### src/rtl/instr_encoder.sv
// RISC-V style instruction encoder: packs register/immediate fields per format into a 2-entry result FIFO.
// Latency 1 cycle into an empty FIFO; in_ready drops while the FIFO holds 2 entries.
module instr_encoder #(
    parameter int BITS = 32
) (
    input  logic            clk,
    input  logic            rst_n,
    input  logic            in_valid,
    output logic            in_ready,
    input  logic [2:0]      fmt,
    input  logic [6:0]      opcode,
    input  logic [4:0]      rd,
    input  logic [4:0]      rs1,
    input  logic [4:0]      rs2,
    input  logic [2:0]      funct3,
    input  logic [6:0]      funct7,
    input  logic [BITS-1:0] imm,
    output logic            out_valid,
    input  logic            out_ready,
    output logic [31:0]     out_instr,
    output logic            out_err,
    output logic [15:0]     enc_cnt,
    output logic [15:0]     err_cnt
);

    typedef struct packed {
        logic        err;
        logic [31:0] instr;
    } entry_t;

    localparam logic [2:0] FMT_R = 3'd0;
    localparam logic [2:0] FMT_I = 3'd1;
    localparam logic [2:0] FMT_S = 3'd2;
    localparam logic [2:0] FMT_B = 3'd3;
    localparam logic [2:0] FMT_U = 3'd4;
    localparam logic [2:0] FMT_J = 3'd5;

    // Immediate fits the field when every bit above the field's sign bit matches it.
    logic fits_11;
    logic fits_12;
    logic fits_19;
    logic fits_20;

    assign fits_11 = (&imm[BITS-1:11]) | !(|imm[BITS-1:11]);
    assign fits_12 = (&imm[BITS-1:12]) | !(|imm[BITS-1:12]);
    assign fits_19 = (&imm[BITS-1:19]) | !(|imm[BITS-1:19]);
    assign fits_20 = (&imm[BITS-1:20]) | !(|imm[BITS-1:20]);

    logic [31:0] enc_word;
    logic        enc_bad;
    entry_t      new_entry;

    always_comb begin
        enc_word = 32'h0;
        enc_bad  = 1'b0;
        case (fmt)
            FMT_R: enc_word = {funct7, rs2, rs1, funct3, rd, opcode};
            FMT_I: begin
                enc_word = {imm[11:0], rs1, funct3, rd, opcode};
                enc_bad  = !fits_11;
            end
            FMT_S: begin
                enc_word = {imm[11:5], rs2, rs1, funct3, imm[4:0], opcode};
                enc_bad  = !fits_11;
            end
            FMT_B: begin
                enc_word = {imm[12], imm[10:5], rs2, rs1, funct3, imm[4:1], imm[11], opcode};
                enc_bad  = !fits_12 || imm[0];
            end
            FMT_U: begin
                enc_word = {imm[19:0], rd, opcode};
                enc_bad  = !fits_19;
            end
            FMT_J: begin
                enc_word = {imm[20], imm[10:1], imm[11], imm[19:12], rd, opcode};
                enc_bad  = !fits_20 || imm[0];
            end
            default: enc_bad = 1'b1;
        endcase
        new_entry.err   = enc_bad;
        new_entry.instr = enc_bad ? 32'h0 : enc_word;
    end

    // Shift-style FIFO: slot0 is always the head, so the outputs come straight from a register.
    logic [1:0] count;
    entry_t     slot0;
    entry_t     slot1;
    logic       push;
    logic       pop;

    assign in_ready  = rst_n && (count != 2'd2);
    assign out_valid = (count != 2'd0);
    assign out_instr = slot0.instr;
    assign out_err   = slot0.err;
    assign push      = in_valid && in_ready;
    assign pop       = out_valid && out_ready;

    always_ff @(posedge clk or negedge rst_n) begin
        if (!rst_n) begin
            count   <= 2'd0;
            slot0   <= '0;
            slot1   <= '0;
            enc_cnt <= 16'h0;
            err_cnt <= 16'h0;
        end else begin
            case ({push, pop})
                2'b10: begin
                    if (count == 2'd0) slot0 <= new_entry;
                    else               slot1 <= new_entry;
                    count <= count + 2'd1;
                end
                2'b01: begin
                    if (count == 2'd2) slot0 <= slot1;
                    count <= count - 2'd1;
                end
                // Push implies count < 2 and pop implies count > 0, so count is 1 here.
                2'b11: slot0 <= new_entry;
                default: ;
            endcase

            if (push && enc_cnt != 16'hFFFF)
                enc_cnt <= enc_cnt + 16'd1;
            if (push && new_entry.err && err_cnt != 16'hFFFF)
                err_cnt <= err_cnt + 16'd1;
        end
    end

endmodule
### config.mk
export PLATFORM = sky130hd
export DESIGN_NAME = instr_encoder
export DESIGN_NICKNAME = d
export VERILOG_FILES = /design/src/rtl/instr_encoder.sv
export SDC_FILE = /design/constraint.sdc
export NUM_CORES = 1
export LEC_CHECK = 0
export BUFFER_PORTS_ARGS = -buffer_cell sky130_fd_sc_hd__buf_2
export CORE_AREA = 2 2 98 100
export CTS_BUF_LIST = sky130_fd_sc_hd__clkbuf_4 sky130_fd_sc_hd__clkbuf_8
export CTS_CLUSTER_DIAMETER = 60
export DETAILED_ROUTE_END_ITERATION = 16
export DIE_AREA = 0 0 100 102
export PLACE_DENSITY_LB_ADDON = 0.08
export SLEW_MARGIN = 40
export SYNTH_ARGS = -nofsm -noshare
export SYNTH_HDL_FRONTEND = slang
export SYNTH_SLANG_ARGS = --single-unit
### constraint.sdc
create_clock -name clk -period 7.6 [get_ports clk]
set_input_delay 0.76 -clock clk [delete_from_list [all_inputs] [get_ports clk]]
set_output_delay 0.76 -clock clk [all_outputs]
set_load 0.01 [all_outputs]
==> impl_results.md <==
- Setup_tns: 0 ns
- Final hold viol count: 0
- Starting DRT DRC Count: 228
- GRT overflow: 0
- Synth Register Bits: 100
- I/O Pins: 138
- Setup crit end kind: flop
- Pre-antenna DRT Iters: 5
- Routed vias: 4623
- Chip height: 102 µm
- Worst EP arrival: 3.57 ns
- WP data required: 7.85 ns
- Minimum clock period: 3.33 ns
- Core footprint: 9110 µm²
- Clock Sinks: 100
- Mapped Avg Cell Area: 9.18 µm²
- # Max-Cap Violations: 0
- Number of synthesized flops with an enable pin: 0
- Worst-margin pin slew: 0.698 ns
- CTS Buf Count: 9
- Tcrit/Tclk final: 0.438
- Hold WS: 0.351 ns
- First-pass GRT wire length: 21800 µm
- Post-CTS Setup Bufs: 0
- Final WL: 13000 µm
- Synth area leaders: dfrtp_1 48%, nand2_1 5.3%, nor2_1 5.3%, xnor2_1 3.2%, a22oi_1 3.0%
- ANT cells: 0
- Via density: 5.79
- Hold Path Class: in2async
- Core Rows: 35
- Max-slew violation count: 0
- CTS tree: yes
- Initial Util: 0.573
- Final setup margin: 4.27 ns
- Final core occ: 0.670
- ANT nets after route: 0
- CTS resizes: 0
- Area of the multi-input gates: 2480 µm²
- Worst-path clk slew: 0.11 ns
- Area leader, netlist: dfrtp_1
- Clk_lat worst skew: 0.36 ns
- Synth Net Count: 644
- RSZ-0062 raised after global routing: false
- DIE AREA: 10200 µm²
- Post-synth top area share: 0.480
- Pre-CTS WS: 3.87 ns
- Register area: 2500 µm²
- VDD IR max: 0.201 mV
- Rel. slew slack: 0.535
- Placed cell count: 783
- Layout area overhead: 17.1%
- Fill cells: 775
- Commonest cells post-synth: 100 x dfrtp_1, 74 x nand2_1, 73 x nor2_1
- PortBufs: 137
- Post-synth ARST share: 1.00
- P_leak: 3.01 nW
- Crit path max fanout: 54
- Clock root buffer: clkbuf_8
- Synth Instances: 568
- Final setup viols: 0
- Initial antenna violation count: 0
- Ratio of cells with drive above 1 in the final layout: 0.253
- Final Power: 1.85 mW
- DR WL/cell: 16.3 µm
- Nets: 759
- Number of global-route vias before repair: 4374
- Syn. warnings: 0
- WS Path Type: in2reg
- Dpl cell area: 5910 µm²
- Clock Path Buffers: 2
- Cts hold-fix bufs: 0
- Status: finished, final reports clean
- Post-route DRC: 0
- GP Congestion: 0.909
- F_max: 301 MHz
- Largest net degree at the start of global routing: 67
- Clk_skew: 0.0140 ns
- Seq/Total Area, Yosys: 0.480
- Startpoint Class: input port
- Hpwl dp: 9100 µm
- Netlist Area Pre-Place: 5220 µm²
- GRT Total Usage: 0.267
- Top-count cell post-synth: dfrtp_1
- Design Area, Final: 6110 µm²
- Non-filler cells, final: 799
- Power Density: 303 nW/µm²
- Library cells used by synthesis: 49
- Main synth FF type: dfrtp_1
- Htree depth: 3
- DIE WIDTH: 100 µm
## power breakdown
part,leakage [nW],switching (mW),total (mW),internal (mW)
Combinational,1.60,0.415,0.679,0.264
Clock,0.101,0.196,0.330,0.135
Sequential,1.31,0.120,0.838,0.718
## area by class of cell
cell class	instances	area share
Clock buffer	10	0.0225
Clock inverter	6	0.00881
Inverter	19	0.0117
Multi-Input combinational cell	412	0.406
Sequential cell	100	0.410
Tap cell	111	0.0227
Timing Repair Buffer	141	0.118
## routing by layer
layer	GRT usage	part of all wire	wire, µm
met1	0.370	0.45	5830
met2	0.443	0.48	6240
met3	0.0431	0.056	725
met4	0.0685	0.016	204
met5	0	0	0
## state kept, by name, summed over array words and instances (netlist names)
| name | flops |
|---|---|
| count | 2 |
| err_cnt | 16 |
| slot1 | 33 |
| out_instr | 32 |
| enc_cnt | 16 |
| out_err | 1 |
## layout by cell type, fill, tap and decap left out, types with 2 or more instances in the layout
cell type / count
buf_2: 136
dfrtp_1: 100
nand2_1: 73
nor2_1: 72
o21ai_1: 30
a21oi_1: 27
a22oi_1: 21
xnor2_1: 19
inv_1: 17
o31ai_1: 16
and3_1: 16
a221oi_1: 16
nand3_1: 15
nand4_1: 13
mux2i_1: 13
xor2_1: 13
clkbuf_8: 10
nor3_1: 7
o22ai_1: 7
o22a_1: 6
or4_1: 5
o21ai_0: 5
ha_1: 5
nor4_1: 4
buf_4: 4
mux2_2: 3
or3_1: 3
or2_2: 2
o31ai_2: 2
inv_8: 2
clkinv_4: 2
## worst max-delay path, stage by stage
cell and delay, ns:
buf_4 0.41, a21boi_0 0.31, nand2_1 0.16, ha_1 0.20, buf_4 0.28, mux2i_1 0.20, a21oi_1 0.14, or2_2 0.57
a221oi_1 0.39, nor2_1 0.10
## cells by family (layout without fill, tap and decap cells)
logic type | Yosys count | in the layout | share of synthesized area
buffers and inverters | 56 | 176 | 0.0494
xor gates and xnor gates | 32 | 32 | 0.0537
muxes | 17 | 17 | 0.0343
adders and majority gates | 5 | 5 | 0.0120
DFF | 100 | 100 | 0.480
and+or+nand+nor | 222 | 222 | 0.197
AOI/OAI and AO/OA | 136 | 136 | 0.174
## final timing paths
| kind | startpoint | endpoint | slack (ns) | cells after the start |
|---|---|---|---|---|
| setup / recovery | rst_n | out_instr[27]$_DFFE_PN0P_ | 4.27 | 10 |
| hold / removal | rst_n | slot1[6]$_DFFE_PN0P_ | 0.35 | 1 |
| setup reg to reg | count[0]$_DFFE_PN0P_ | out_instr[27]$_DFFE_PN0P_ | 4.59 | 10 |
| hold reg to reg | enc_cnt[11]$_DFFE_PN0P_ | enc_cnt[11]$_DFFE_PN0P_ | 0.49 | 1 |
| max in group asynchronous | rst_n | out_instr[5]$_DFFE_PN0P_ | 6.29 | 2 |
| min in group clk | enc_cnt[11]$_DFFE_PN0P_ | enc_cnt[11]$_DFFE_PN0P_ | 0.49 | 1 |
(Power assumes the default switching activity.)
